### config.mk
export PLATFORM = sky130hd
export DESIGN_NAME = uart_rx_core_flat
export DESIGN_NICKNAME = d
export VERILOG_FILES = /design/src/rtl/uart_rx_core_if.sv /design/src/rtl/uart_rx_core.sv /design/src/flat_wrapper.sv
export SDC_FILE = /design/constraint.sdc
export NUM_CORES = 1
export LEC_CHECK = 0
export ABC_AREA = 1
export BUFFER_PORTS_ARGS = -buffer_cell sky130_fd_sc_hd__buf_2
export CORE_UTILIZATION = 62
export DETAILED_ROUTE_END_ITERATION = 12
export PLACE_DENSITY = 0.86
export SETUP_SLACK_MARGIN = 0.15
export SLEW_MARGIN = 20
export SYNTH_ARGS = -nofsm -noshare
export SYNTH_HDL_FRONTEND = slang
export SYNTH_SLANG_ARGS = --single-unit
### constraint.sdc
create_clock -name clk -period 3.9 [get_ports clk]
set_input_delay 0.39 -clock clk [delete_from_list [all_inputs] [get_ports clk]]
set_output_delay 0.39 -clock clk [all_outputs]
set_load 0.02 [all_outputs]
### src/rtl/uart_rx_core_if.sv
// CSR-facing signal bundle of the UART receive engine: configuration in, RX buffer/flags out.
// master = the receive engine, slave = the CSR block.
interface uart_rx_core_if #(
    parameter int unsigned CLK_MHZ_W = 8
);
    logic                 en;
    logic [3:0]           br;
    logic [CLK_MHZ_W-1:0] clk_mhz;
    logic                 rd_ack;
    logic [7:0]           rx_data;
    logic                 rxne;
    logic                 ferr;
    logic                 ovr;

    modport master (
        input  en,
        input  br,
        input  clk_mhz,
        input  rd_ack,
        output rx_data,
        output rxne,
        output ferr,
        output ovr
    );

    modport slave (
        output en,
        output br,
        output clk_mhz,
        output rd_ack,
        input  rx_data,
        input  rxne,
        input  ferr,
        input  ovr
    );
endinterface

### src/rtl/uart_rx_core.sv
// 8N1 UART receiver with 16x oversampling driven by a phase-accumulator baud tick.
// Optional UART_RX_MAJORITY_EN: each bit decided by a 2-of-3 vote at ticks 7, 8, 9 of the bit.
module uart_rx_core (
    input  logic           clk,
    input  logic           rst_n,
    input  logic           rx,
    uart_rx_core_if.master bus
);
    typedef enum logic [1:0] {StIdle, StStart, StData, StStop} state_e;

`ifdef UART_RX_MAJORITY_EN
    localparam logic [3:0] StartPt = 4'd9;
`else
    localparam logic [3:0] StartPt = 4'd7;
`endif
    localparam logic [3:0] BitPt = 4'd15;

    logic [27:0] inc;
    logic [31:0] limit;
    logic [31:0] sum;
    logic [27:0] acc_q;
    logic        tick_q;

    logic        rx_meta_q;
    logic        rx_sync_q;
    logic        rx_prev_q;

    state_e      state_q;
    logic [3:0]  tcnt_q;
    logic [2:0]  bcnt_q;
    logic [7:0]  shift_q;
    logic [3:0]  cur_pt;
    logic        at_pt;
    logic        bit_val;
    logic        ack;

    logic [7:0]  rx_data_q;
    logic        rxne_q;
    logic        ferr_q;
    logic        ovr_q;

    // Increment is 16x the baud rate so one tick is one oversampling slot.
    always_comb begin
        inc = 28'd1843200;
        case (bus.br)
            4'd0:    inc = 28'd19200;
            4'd1:    inc = 28'd38400;
            4'd2:    inc = 28'd76800;
            4'd3:    inc = 28'd153600;
            4'd4:    inc = 28'd307200;
            4'd5:    inc = 28'd614400;
            4'd6:    inc = 28'd921600;
            default: inc = 28'd1843200;
        endcase
    end

    assign limit = 32'(bus.clk_mhz) * 32'd1_000_000;
    assign sum   = {4'b0000, acc_q} + {4'b0000, inc};

    always_ff @(posedge clk or negedge rst_n) begin
        if (!rst_n) begin
            acc_q  <= '0;
            tick_q <= 1'b0;
        end else if (!bus.en || bus.clk_mhz == '0) begin
            acc_q  <= '0;
            tick_q <= 1'b0;
        end else if (sum >= limit) begin
            acc_q  <= 28'(sum - limit);
            tick_q <= 1'b1;
        end else begin
            acc_q  <= sum[27:0];
            tick_q <= 1'b0;
        end
    end

    // Idle-high reset values keep a reset release from looking like a start edge.
    always_ff @(posedge clk or negedge rst_n) begin
        if (!rst_n) begin
            rx_meta_q <= 1'b1;
            rx_sync_q <= 1'b1;
            rx_prev_q <= 1'b1;
        end else begin
            rx_meta_q <= rx;
            rx_sync_q <= rx_meta_q;
            rx_prev_q <= rx_sync_q;
        end
    end

    assign cur_pt = (state_q == StStart) ? StartPt : BitPt;
    assign at_pt  = (tcnt_q == cur_pt);
    assign ack    = bus.rd_ack & rxne_q;

`ifdef UART_RX_MAJORITY_EN
    logic [1:0] samp_q;

    always_ff @(posedge clk or negedge rst_n) begin
        if (!rst_n) begin
            samp_q <= '0;
        end else if (tick_q && (tcnt_q == cur_pt - 4'd2 || tcnt_q == cur_pt - 4'd1)) begin
            samp_q <= {samp_q[0], rx_sync_q};
        end
    end

    assign bit_val = (samp_q[1] & samp_q[0]) | (samp_q[1] & rx_sync_q) |
                     (samp_q[0] & rx_sync_q);
`else
    assign bit_val = rx_sync_q;
`endif

    always_ff @(posedge clk or negedge rst_n) begin
        if (!rst_n) begin
            state_q   <= StIdle;
            tcnt_q    <= '0;
            bcnt_q    <= '0;
            shift_q   <= '0;
            rx_data_q <= '0;
            rxne_q    <= 1'b0;
            ferr_q    <= 1'b0;
            ovr_q     <= 1'b0;
        end else begin
            if (ack) begin
                rxne_q <= 1'b0;
                ferr_q <= 1'b0;
                ovr_q  <= 1'b0;
            end
            if (!bus.en) begin
                state_q <= StIdle;
                tcnt_q  <= '0;
            end else begin
                unique case (state_q)
                    StIdle: begin
                        if (rx_prev_q && !rx_sync_q) begin
                            tcnt_q  <= '0;
                            state_q <= StStart;
                        end
                    end
                    StStart: begin
                        if (tick_q) begin
                            if (!at_pt) begin
                                tcnt_q <= tcnt_q + 4'd1;
                            end else if (bit_val) begin
                                state_q <= StIdle;
                            end else begin
                                tcnt_q  <= '0;
                                bcnt_q  <= '0;
                                state_q <= StData;
                            end
                        end
                    end
                    StData: begin
                        if (tick_q) begin
                            if (!at_pt) begin
                                tcnt_q <= tcnt_q + 4'd1;
                            end else begin
                                shift_q <= {bit_val, shift_q[7:1]};
                                tcnt_q  <= '0;
                                bcnt_q  <= bcnt_q + 3'd1;
                                if (bcnt_q == 3'd7) begin
                                    state_q <= StStop;
                                end
                            end
                        end
                    end
                    StStop: begin
                        if (tick_q) begin
                            if (!at_pt) begin
                                tcnt_q <= tcnt_q + 4'd1;
                            end else begin
                                tcnt_q  <= '0;
                                state_q <= StIdle;
                                // A completing byte overrides a same-cycle rd_ack.
                                if (bit_val) begin
                                    rx_data_q <= shift_q;
                                    rxne_q    <= 1'b1;
                                    if (rxne_q && !bus.rd_ack) begin
                                        ovr_q <= 1'b1;
                                    end
                                end else begin
                                    ferr_q <= 1'b1;
                                end
                            end
                        end
                    end
                    default: state_q <= StIdle;
                endcase
            end
        end
    end

    assign bus.rx_data = rx_data_q;
    assign bus.rxne    = rxne_q;
    assign bus.ferr    = ferr_q;
    assign bus.ovr     = ovr_q;
endmodule

### src/flat_wrapper.sv
// flat-port wrapper written by rule: the top's interface ports become plain ports
module uart_rx_core_flat 
  (clk, rst_n, rx, bus_en, bus_br, bus_clk_mhz, bus_rd_ack, bus_rx_data, bus_rxne, bus_ferr, bus_ovr);
  uart_rx_core_if #(.CLK_MHZ_W(8)) bus_i ();
  input  logic clk;
  input  logic rst_n;
  input  logic rx;
  input wire logic [$bits(bus_i.en)-1:0] bus_en;
  input wire logic [$bits(bus_i.br)-1:0] bus_br;
  input wire logic [$bits(bus_i.clk_mhz)-1:0] bus_clk_mhz;
  input wire logic [$bits(bus_i.rd_ack)-1:0] bus_rd_ack;
  output wire logic [$bits(bus_i.rx_data)-1:0] bus_rx_data;
  output wire logic [$bits(bus_i.rxne)-1:0] bus_rxne;
  output wire logic [$bits(bus_i.ferr)-1:0] bus_ferr;
  output wire logic [$bits(bus_i.ovr)-1:0] bus_ovr;
  assign bus_i.en = bus_en;
  assign bus_i.br = bus_br;
  assign bus_i.clk_mhz = bus_clk_mhz;
  assign bus_i.rd_ack = bus_rd_ack;
  assign bus_rx_data = bus_i.rx_data;
  assign bus_rxne = bus_i.rxne;
  assign bus_ferr = bus_i.ferr;
  assign bus_ovr = bus_i.ovr;
  uart_rx_core u_core (.clk(clk), .rst_n(rst_n), .rx(rx), .bus(bus_i));
endmodule
==> run_results.csv, run 1 <==
group,metric,value,unit
outcome,outcome,"did not finish",
outcome,lastStage,"5_1_grt",
outcome,error,"[ERROR GRT-0232] Routing congestion too high. Check the congestion heatmap in the GUI.",
synthesis,synth_cell_types,46,
synthesis,synth_compound_area_frac,0.1305,
die,die_w,103.0,um
synthesis,yosys_warnings,0,
synthesis,synth_area_leader_cell,"dfrtp_1",
synthesis,synthArstFlopShare,1.000,
synthesis,synthesis.area,6330,sq um
synthesis,netlist_top_cells_area,"dfrtp_1 20%, ha_1 19%, nand2_1 11%",
cts,htreeDepth,2,
cts,cts_buffer_depth,2,
grt,grt_usage,0.5977,
placement,numPlacedInstances,1140,
synthesis,synth_common_cells,"186 x nand2_1, 126 x inv_1, 96 x ha_1, 63 x nor2_1, 58 x a21oi_1",
placement,gp_congestion,0.9790,
die,ios,28,
placement,dp.final_hpwl,13620,um
grt,grt_overflow,7,
cts,clock-sinks,54,
synthesis,syn_inst,850,
synthesis,synth_flop_cell,"dfrtp_1",
grt,grt_start_max_net_pins,31,
synthesis,synthMuxAreaShare,0,
synthesis,yosys.area_share.simple,0.2504,
cts,ctsHoldBuffers,0,
synthesis,yosysTopAreaCellShare,0.2016,
die,initial_core_util,0.6446,
synthesis,synth_fp_nets,982,
sta,timing.grt.repair.worst_endpoint,"u_core.acc_q[12]$_DFF_PN0_/D",
synthesis,synth_xor_area_frac,0.06780,
synthesis,synth_seq_cells,54,
synthesis,synth_fa_ha_area_frac,0.2499,
synthesis,synth_edf_count,0,
synthesis,avgSynthCellArea,7.447,sq um
die,die_height,103.0,um
synthesis,synth_top_family_by_area,"simple AND/OR/NAND/NOR gates",
placement,io_buffers,27,
synthesis,synth_seq_area_share,0.2141,
sta,endpoint_type,"register input",
cts,cts_made_buffers,5,
synthesis,synth.most_common_cell,"nand2_1",
cts,root_buffer,"clkbuf_8",
die,row_count,36,
[metrics by stage]
stage               cell area (sq um)  setup slack, ns  utilization  TNS, ns
floorplan                        6490          -0.6809            -   -15.06
global placement                 7771          -0.9603       0.7914   -21.31
detailed placement               7771           -1.228       0.7914   -27.41
CTS                              8190          -0.6256       0.8341   -13.69
[logic make-up after synthesis]
family	Yosys count
flip-flops	54
AO/OA/AOI/OAI	140
XOR/XNOR	49
AND/OR/NAND/NOR	353
buffers and inverters	139
adder cells (fa/ha/maj)	115
[per-layer routing]
metal / global-route usage / GRT overflow
met1: 0.5899 / 0
met2: 0.8344 / 3
met3: 0.3532 / 0
met4: 0.6273 / 4
met5: 0.06731 / 0
[what timing repair did]
action	CTS
cloned	2
pin swaps	16
resized for setup	39
setup buffers	16
endpoints found under the setup margin	23
==> run 2, diff against run 1 <==
--- a/config.mk
+++ b/config.mk
@@ -7,10 +7,9 @@
 export LEC_CHECK = 0
 export ABC_AREA = 1
 export BUFFER_PORTS_ARGS = -buffer_cell sky130_fd_sc_hd__buf_2
-export CORE_UTILIZATION = 62
+export CORE_UTILIZATION = 40
 export DETAILED_ROUTE_END_ITERATION = 12
-export PLACE_DENSITY = 0.86
-export SETUP_SLACK_MARGIN = 0.15
+export PLACE_DENSITY_LB_ADDON = 0.15
 export SLEW_MARGIN = 20
 export SYNTH_ARGS = -nofsm -noshare
 export SYNTH_HDL_FRONTEND = slang
==> run 2 against run 1 <==
  * The flow now finishes, with violations (negative setup slack)
  * Synthesized area unchanged
  * Synthesized cell count stayed put
==> run_results.csv, run 2 <==
group,metric,value,unit
outcome,outcome,"finished with violations",
outcome,violations,"negative setup slack",
synthesis,synth_area_leader_cell,"dfrtp_1",
setup_path,path_max_fanout,7,
detailed_routing,via_per_inst,4.745,
power,fin_total_pwr,0.007186,W
die,row_count,45,
cts,tritoncts,"yes",
cells_and_area,design_area,8594,sq um
cells_and_area,syn2layout_area_growth,35.78,%
synthesis,synth_flop_cell,"dfrtp_1",
cts,cts_buffer_depth,2,
cts,ctsHoldBuffers,0,
synthesis,netlist_top_cells_area,"dfrtp_1 20%, ha_1 19%, nand2_1 11%",
setup_path,crit_path_end_kind,"register",
sta,slew_headroom,0.4147,
synthesis,yosysTopAreaCellShare,0.2016,
cts,clock-sinks,54,
placement,dp.final_hpwl,13220,um
grt,grt_usage,0.2061,
synthesis,syn_inst,850,
cells_and_area,largest_reg_flops,22,
setup_path,ff2ff_path_depth,18,
sta,timing.fmax,0.2202,GHz
sta,worst_slack,-0.6408,ns
detailed_routing,ant_nets,0,
cells_and_area,layout_commonest_cell,"nand2_1",
grt,grt_antenna_before_repair,0,
sta,tightest_slew,0.8780,ns
cts,htreeDepth,2,
min_path,worst_hold_path.num_cells,1,
power,p_leak,4.598,nW
synthesis,synthArstFlopShare,1.000,
synthesis,synth_seq_area_share,0.2141,
synthesis,synth_edf_count,0,
sta,min_period,4.541,ns
cts,root_buffer,"clkbuf_16",
sta,rsz0062_at_grt,"true",
setup_path,crit_path_start_kind,"input pin",
power,p_per_area,836.1,nW/um^2
cts,insertion_delay,0.29,ns
die,coreArea,15310,sq um
sta,finalSetupTns,-14.21,ns
grt,grt_overflow,0,
placement,place_area,8034,sq um
detailed_routing,first_pass_iters,4,
cells_and_area,layout_common_cells,"179 x nand2_1, 157 x buf_4, 124 x inv_1",
detailed_routing,post-route-drc-count,0,
cts,cts_made_buffers,5,
synthesis,synth_cell_types,46,
placement,gp_congestion,0.8548,
die,initial_core_util,0.4133,
sta,finalHoldViolations,0,
cts,clkTransAtPathRegs,0.07,ns
job,max_cap_violations,0,
grt,grt_pass1_vias,5860,
sta,fin_skew,0.009028,ns
min_path,hp-class,"input pin to register",
setup_path,critPathKind,"input pin to register",
synthesis,synth_fp_nets,982,
synthesis,synthesis.area,6330,sq um
detailed_routing,routedWlPerCell,12.60,um
cells_and_area,top_register,"u_core.acc_q",
synthesis,yosys_warnings,0,
setup_path,cp.required,4.13,ns
synthesis,synth.most_common_cell,"nand2_1",
setup_path,crit_arrival,4.77,ns
die,die_height,127.8,um
power,peakVddDrop,0.0004212,V
placement,io_buffers,27,
detailed_routing,routed_wl,15890,um
synthesis,synth_seq_cells,54,
die,die_w,127.8,um
detailed_routing,drtIter0Drc,243,
cells_and_area,antenna_cells,0,
detailed_routing,route.vias.total,5983,
cells_and_area,layout-drive-gt1-share,0.3019,
cells_and_area,final_net_count,1181,
sta,period_share,1.164,
grt,grt_start_max_net_pins,40,
sta,slew_viol_final,0,
die,dieArea,16330,sq um
die,ios,28,
synthesis,avgSynthCellArea,7.447,sq um
synthesis,synth_common_cells,"186 x nand2_1, 126 x inv_1, 96 x ha_1, 63 x nor2_1, 58 x a21oi_1",
sta,setup_violations,23,
grt,grt_pass1_wl,27030,um
==> run 2: cell counts after synthesis <==
Identical to the previous run, type by type.
==> run 2: final timing paths <==
check / startpoint / endpoint / slack [ns]
min in group asynchronous: rst_n / u_core.acc_q[10] / 0.21
worst max register to register: u_core.acc_q[8] / u_core.acc_q[21] / 0.34
max in group asynchronous: rst_n / u_core.shift_q[4] / 2.95
worst min register to register: u_core.rx_meta_q / u_core.bit_val / 0.36
worst max-delay path: bus_clk_mhz[3] / u_core.acc_q[26] / -0.64
worst min-delay path: rx / u_core.rx_meta_q / 0.18
==> run 2: per-layer routing <==
layer | part of all wire | vias to the layer above | GRT usage
met4 | 0.012 | 0 | 0.05190
li1 | - | 3195 | -
met3 | 0.021 | 13 | 0.01252
met2 | 0.48 | 77 | 0.3558
met5 | 0 | - | 0
met1 | 0.49 | 2698 | 0.2806
==> run 2: metrics by stage <==
| stage | utilization | hold slack, ns | worst slack [ns] | instances |
|---|---|---|---|---|
| floorplan | - | 0.09441 | -0.6809 | 850 |
| global placement | 0.5246 | 0.3456 | -1.125 | 1240 |
| detailed placement | 0.5246 | 0.3472 | -1.212 | 1240 |
| CTS | 0.5531 | 0.1806 | -0.6543 | 1261 |
| global route | 0.5612 | 0.1799 | -0.8698 | 1261 |
| finish | 0.5612 | 0.1845 | -0.6408 | 1261 |
==> run 2: report_power, final <==
| part | internal [W] | switching (W) | leakage, nW |
|---|---|---|---|
| Combinational | 0.00276 | 0.00318 | 3.78 |
| Sequential | 0.000660 | 0.0000711 | 0.730 |
| Clock | 0.000307 | 0.000210 | 0.0844 |
| Total | 0.00373 | 0.00346 | 4.60 |
==> run 2: critical path, cell delays in order <==
cell	delay (ns)
buf_8	0.10
fa_1	0.51
ha_1	0.31
inv_2	0.03
fa_1	0.47
inv_1	0.05
fa_1	0.51
ha_4	0.23
a21oi_4	0.15
o21a_1	0.16
nor3_2	0.05
a211oi_2	0.22
xor2_1	0.20
ha_1	0.27
nand2_2	0.09
nor3_2	0.04
nand2_1	0.08
nand2_2	0.06
a21oi_4	0.19
nand4_4	0.17
nand2_8	0.14
buf_6	0.11
buf_6	0.09
nand3_1	0.06
nand2_1	0.08
==> run 2: area by class of cell <==
| class | instances | area, sq um |
|---|---|---|
| timing repair buffer | 198 | 1503 |
| inverter | 132 | 495.5 |
| sequential | 54 | 1355 |
| clock buffer | 5 | 125.1 |
| clock inverter | 3 | 47.55 |
| multi-input combinational | 658 | 4805 |
| fill | 1476 | 6720 |
| tap | 211 | 264.0 |
==> run 2: what timing repair did <==
action / 4_1_cts / 5_1_grt
gates resized for setup: 34 / 31
hold endpoints to repair: 0 / 0
cloned: 2 / 0
setup buffers: 11 / 2
pin swaps: 25 / 11
setup endpoints to repair: 23 / 23
==> run 2: cell families (layout without fill, tap and decap cells) <==
group                      count (synthesis)  count (layout)  share of synthesized area
AOI/OAI and AO/OA                        140             140                     0.1305
xor gates and xnor gates                  49              49                    0.06780
adders and majority gates                115             115                     0.2499
buffers and inverters                    139             338                    0.08737
DFF                                       54              54                     0.2141
and+or+nand+nor                          353             354                     0.2504
Power figures use the tool's default switching activity.
==> run 3, diff against run 2 <==
--- a/config.mk
+++ b/config.mk
@@ -7,6 +7,8 @@
 export LEC_CHECK = 0
 export ABC_AREA = 1
 export BUFFER_PORTS_ARGS = -buffer_cell sky130_fd_sc_hd__buf_2
+export CAP_MARGIN = 40
+export CORE_MARGIN = 1.5
 export CORE_UTILIZATION = 40
 export DETAILED_ROUTE_END_ITERATION = 12
 export PLACE_DENSITY_LB_ADDON = 0.15
==> run 3 against run 2 <==
  * Critical endpoint is now u_core.acc_q[27]
  * Clock-buffer cell count unchanged
  * Highest routed layer unchanged
  * Non-clock buffer count rose by 16
  * Sequential power is essentially flat
  * The run still ends with negative setup slack left
  * Critical path type unchanged
==> run_results.csv, run 3 (synthesis results as in run 2) <==
group,metric,value,unit
detailed_routing,post-route-drc-count,0,
power,power.internal,0.003775,W
outcome,violations,"negative setup slack",
cts,cts_made_buffers,5,
cts,clkTransAtPathRegs,0.07,ns
setup_path,cp_common_cell,"fa_1",
placement,place_area,8144,sq um
sta,finalHoldViolations,0,
die,row_count,45,
cells_and_area,syn2layout_area_growth,37.12,%
detailed_routing,highest_layer,"met4",
placement,dp.final_hpwl,13370,um
cts,insertion_delay,0.29,ns
setup_path,cp_num_buf_inv,5,
detailed_routing,route.vias.total,6021,
cells_and_area,layout-drive-gt1-share,0.3133,
setup_path,cp_cell_sequence,"buf_8, fa_1, ha_1, inv_2, fa_1, inv_1, fa_1, ha_4, a21oi_4, o21a_1, nor3_1, a211oi_1, xor2_1, ha_1, nand2_2, nor3_2, nand2_1, nand2_2, a21oi_4, nand4_4, buf_4, buf_4, nand4_1, nand2_1",
die,dieArea,16590,sq um
cells_and_area,antenna_cells,0,
setup_path,max_stage_delay,0.51,ns
detailed_routing,via_per_inst,4.715,
detailed_routing,wirelength_met1,7723,um
sta,finalSetupTns,-14.47,ns
power,p_comb_frac,0.836,
power,p_per_area,830.1,nW/um^2
power,p_sw,0.003430,W
detailed_routing,routed_wl,15740,um
grt,grt_start_max_net_pins,33,
min_path,hp-class,"input pin to register",
sta,min_period,4.586,ns
cts,tritoncts,"yes",
cells_and_area,layout_common_cells,"180 x buf_4, 177 x nand2_1, 123 x inv_1",
cells_and_area,top_register,"u_core.acc_q",
detailed_routing,wl_met2,7412,um
cells_and_area,design_area,8680,sq um
power,sw_frac_of_total,0.4760,
setup_path,cp_top_family,"adder cells",
detailed_routing,ant_nets,0,
sta,period_share,1.176,
sta,tightest_slew,0.6068,ns
power,sequentialPowerShare,0.102,
setup_path,slowest_stage,"fa_1",
sta,rsz0062_at_grt,"true",
sta,setup_violations,23,
cts,root_buffer,"clkbuf_16",
detailed_routing,first_pass_iters,4,
cells_and_area,largest_reg_flops,22,
cells_and_area,fillers,1462,
setup_path,crit_arrival,4.76,ns
power,p_leak,4.670,nW
placement,gp_congestion,0.9099,
placement,numPlacedInstances,1253,
power,p_clk_frac,0.062,
job,max_cap_violations,0,
grt,grt_antenna_before_repair,0,
placement,dp_slack,-1.220,ns
die,die_height,128.8,um
cells_and_area,final_net_count,1197,
die,initial_core_util,0.4133,
setup_path,path_max_fanout,4,
detailed_routing,route.met3.wl,270,um
cells_and_area,layout_commonest_cell,"buf_4",
sta,slew_headroom,0.5920,
sta,timing.fmax,0.2181,GHz
die,die_w,128.8,um
detailed_routing,routedWlPerCell,12.33,um
die,ios,28,
cells_and_area,finalNonFillerCells,1277,
sta,worst_slack,-0.6856,ns
placement,io_buffers,27,
grt,grt_usage,0.2012,
power,peakVddDrop,0.0004220,V
die,coreArea,15310,sq um
cts,cts_buffer_depth,2,
grt,grt_overflow,0,
setup_path,critPathKind,"input pin to register",
setup_path,cp.required,4.07,ns
setup_path,crit_path_start_kind,"input pin",
grt,grt_pass1_vias,5903,
cts,htreeDepth,2,
grt,grt_pass1_wl,26920,um
outcome,outcome,"finished with violations",
sta,slew_viol_final,0,
detailed_routing,drtIter0Drc,242,
setup_path,crit_path_end_kind,"register",
sta,fin_skew,0.008320,ns
power,fin_total_pwr,0.007205,W
cts,clock-sinks,54,
==> run 3: cell type report <==
type	instances	area (sq um)	share of cell area
Multi-Input combinational cell	658	4777	0.5504
Timing Repair Buffer	214	1637	0.1886
Sequential cell	54	1355	0.1561
Inverter	132	495.5	0.05709
Tap cell	211	264.0	0.03042
Clock buffer	5	125.1	0.01442
Clock inverter	3	26.28	0.003027
==> run 3: stage by stage <==
stage | util | hold slack, ns
global placement | 0.5305 | 0.3453
floorplan | - | 0.09441
CTS | 0.5590 | 0.1818
global route | 0.5667 | 0.1813
detailed placement | 0.5318 | 0.2627
finish | 0.5667 | 0.1875
==> run 3: path summary, 6_finish.rpt <==
kind | from | end | slack, ns | cells after the start
max | bus_clk_mhz[3] | u_core.acc_q[27] | -0.69 | 24
min in group asynchronous | rst_n | u_core.acc_q[10] | 0.48 | 2
min reg2reg | u_core.rx_meta_q | u_core.bit_val | 0.36 | 0
max in group asynchronous | rst_n | u_core.shift_q[5] | 2.73 | 4
min | rx | u_core.rx_meta_q | 0.19 | 1
max reg2reg | u_core.acc_q[8] | u_core.acc_q[24] | 0.29 | 21
==> run 3: routing by layer <==
layer  up-vias  global-route usage
met5         -                   0
met4         0             0.05618
met3        25             0.01123
met2        70              0.3422
met1      2708              0.2776
li1       3218                   -
==> run 3: power by group through the flow <==
stage	clock network, W	registers, W	logic (W)
4_1_cts	0.000465	0.000733	0.00577
5_1_grt	0.000482	0.000747	0.00665
3_5_place_dp	0	0.000744	0.00539
3_3_place_gp	0	0.000743	0.00538
2_1_floorplan	0	0.000721	0.00324
6_report	0.000449	0.000734	0.00602
==> run 3: timing repair <==
item / 4_1_cts / 5_1_grt
resized for setup: 28 / 26
hold endpoints to repair: 7 / 0
cloned: 2 / 0
setup buffers: 11 / 4
pin swaps: 21 / 3
hold buffers: 1 / 0
endpoints found under the setup margin: 23 / 23
==> run 4, diff against run 3 <==
--- a/config.mk
+++ b/config.mk
@@ -10,8 +10,9 @@
 export CAP_MARGIN = 40
 export CORE_MARGIN = 1.5
 export CORE_UTILIZATION = 40
+export CTS_BUF_LIST = sky130_fd_sc_hd__clkbuf_2
 export DETAILED_ROUTE_END_ITERATION = 12
-export PLACE_DENSITY_LB_ADDON = 0.15
+export PLACE_DENSITY_LB_ADDON = 0.08
 export SLEW_MARGIN = 20
 export SYNTH_ARGS = -nofsm -noshare
 export SYNTH_HDL_FRONTEND = slang
==> run 4 against run 3 <==
  * Die area is the same
  * Combinational power grew 2%
  * Sequential power barely moved
  * Fmax rose by 2.7%
  * Flip-flop and latch count unchanged
  * Register-to-register slack worse by 0.06 ns
  * Clock power decreased by 45%
  * Routed wire length is 11% higher
  * Setup slack improved by 0.12 ns
  * Largest power group unchanged
  * Non-clock buffer count fell by 9
  * The flow still finishes with violations (negative setup slack)
  * Critical path type unchanged
  * First-iteration DRC count down 17%
  * Via count increased by 2.0%
  * Critical endpoint is now u_core.acc_q[25]
==> run_results.csv, run 4 (synthesis results as in run 2) <==
group,metric,value,unit
sta,slew_headroom,0.5403,
setup_path,cp.required,4.26,ns
setup_path,crit_arrival,4.82,ns
cells_and_area,final_util,0.5578,
job,max_cap_violations,0,
grt,grt_antenna_before_repair,1,
cts,clock-sinks,54,
cells_and_area,layout-drive-gt1-share,0.3094,
sta,rsz0062_at_grt,"true",
sta,min_period,4.465,ns
setup_path,critPathKind,"input pin to register",
power,p_per_area,834.2,nW/um^2
cts,htreeDepth,2,
sta,timing.fmax,0.2240,GHz
cts,insertion_delay,0.45,ns
grt,grt_overflow,0,
cts,clkTransAtPathRegs,0.29,ns
cells_and_area,largest_reg_flops,22,
cells_and_area,syn2layout_area_growth,34.97,%
die,coreArea,15310,sq um
placement,gp_congestion,0.9413,
placement,dp.final_hpwl,14620,um
sta,slew_viol_final,0,
cells_and_area,top_register,"u_core.acc_q",
cells_and_area,final_net_count,1188,
sta,finalHoldViolations,0,
grt,grt_start_max_net_pins,55,
cells_and_area,layout_common_cells,"177 x nand2_1, 168 x buf_4, 123 x inv_1",
die,die_height,128.8,um
setup_path,path_max_fanout,5,
die,initial_core_util,0.4133,
detailed_routing,ant_nets,0,
die,row_count,45,
power,fin_total_pwr,0.007127,W
sta,worst_slack,-0.5646,ns
cts,tritoncts,"yes",
die,ios,28,
setup_path,crit_path_start_kind,"input pin",
detailed_routing,drtIter0Drc,202,
sta,setup_violations,23,
cts,cts_buffer_depth,2,
placement,place_area,8041,sq um
cts,cts_made_buffers,5,
detailed_routing,first_pass_iters,5,
sta,tightest_slew,0.6896,ns
cells_and_area,layout_commonest_cell,"nand2_1",
min_path,hp-class,"input pin to register",
sta,period_share,1.145,
detailed_routing,routedWlPerCell,13.72,um
placement,dp_slack,-1.252,ns
outcome,outcome,"finished with violations",
grt,grt_pass1_vias,6246,
power,peakVddDrop,0.0004176,V
outcome,violations,"negative setup slack",
grt,grt_usage,0.2208,
detailed_routing,route.vias.total,6143,
placement,io_buffers,27,
sta,fin_skew,0.03768,ns
cts,root_buffer,"clkbuf_2",
detailed_routing,post-route-drc-count,0,
die,dieArea,16590,sq um
power,p_leak,4.603,nW
cells_and_area,fillers,1475,
detailed_routing,routed_wl,17410,um
detailed_routing,via_per_inst,4.841,
grt,grt_pass1_wl,29260,um
cells_and_area,design_area,8543,sq um
setup_path,crit_path_end_kind,"register",
die,die_w,128.8,um
[run 4: cell count changes in the layout (fill, tap and decap cells not counted), sizes merged]
| cell | previous run | this run |
|---|---|---|
| clkbuf | 5 | 6 |
| diode | 0 | 1 |
| buf | 213 | 202 |
| dlygate4sd3 | 1 | 2 |
[run 4: cell type report]
type                    count  area, sq um  share of cell area
multi-input cells         658         4801              0.5620
clock buffers               5        25.02            0.002929
inverters                 132        495.5             0.05800
diodes                      1        2.502           0.0002929
well taps                 211        264.0             0.03090
flip-flops and latches     54         1355              0.1586
repair buffers            205         1572              0.1839
clock inverters             3        28.78            0.003368
[run 4: routing by layer]
layer / global-route usage / part of all wire
met3: 0.01372 / 0.025
met2: 0.3964 / 0.49
met4: 0.06411 / 0.022
met1: 0.2858 / 0.46
met5: 0 / 0
[run 4: through the flow]
stage,hold slack (ns),std cells,setup TNS (ns)
6_report,0.07646,1269,-11.85
5_1_grt,0.02899,1269,-15.95
4_1_cts,0.02481,1260,-10.78
3_5_place_dp,0.3476,1241,-27.83
3_3_place_gp,0.3464,1241,-25.40
2_1_floorplan,0.09441,850,-15.06
[run 4: final timing paths]
| kind | startpoint | to | cells past startpoint | slack, ns |
|---|---|---|---|---|
| worst max-delay path | bus_clk_mhz[5] | u_core.acc_q[25] | 28 | -0.56 |
| worst min-delay path | bus_rd_ack | u_core.bus.rxne | 2 | 0.08 |
| worst max register to register | u_core.acc_q[8] | u_core.acc_q[18] | 20 | 0.23 |
| worst min register to register | u_core.rx_meta_q | u_core.bit_val | 0 | 0.38 |
| max in group asynchronous | rst_n | u_core.acc_q[26] | 3 | 2.88 |
| min in group asynchronous | rst_n | u_core.acc_q[11] | 3 | 0.54 |
[run 4: timing repair]
item | CTS | global route
endpoints found under the setup margin | 23 | 23
buffers inserted | 7 | 7
pin swaps | 25 | 36
resized for setup | 31 | 31
hold buffers | 2 | 0
cloned | 2 | 1
hold endpoints to repair | 30 | 0
[run 4: power by group]
group          switching, W  internal [W]
registers         0.0000740      0.000660
logic               0.00328       0.00287
clock network      0.000191     0.0000535
[run 4: critical path, cell delays in order]
cell and delay (ns):
buf_2 0.13, fa_1 0.56, inv_1 0.05, fa_1 0.45
fa_1 0.51, inv_2 0.05, ha_4 0.24, ha_4 0.23
a21oi_4 0.13, nor2_1 0.07, a211oi_2 0.24, buf_4 0.15
nand3_2 0.08, nand2_4 0.08, ha_4 0.21, nand2_1 0.06
nor2_1 0.05, nand2_1 0.08, nor2_1 0.05, nand2_1 0.08
nand2_2 0.07, a21oi_4 0.21, nand4_4 0.19, nand2_8 0.17
buf_6 0.13, nand2_2 0.04, nand2_1 0.07, nor2_1 0.04
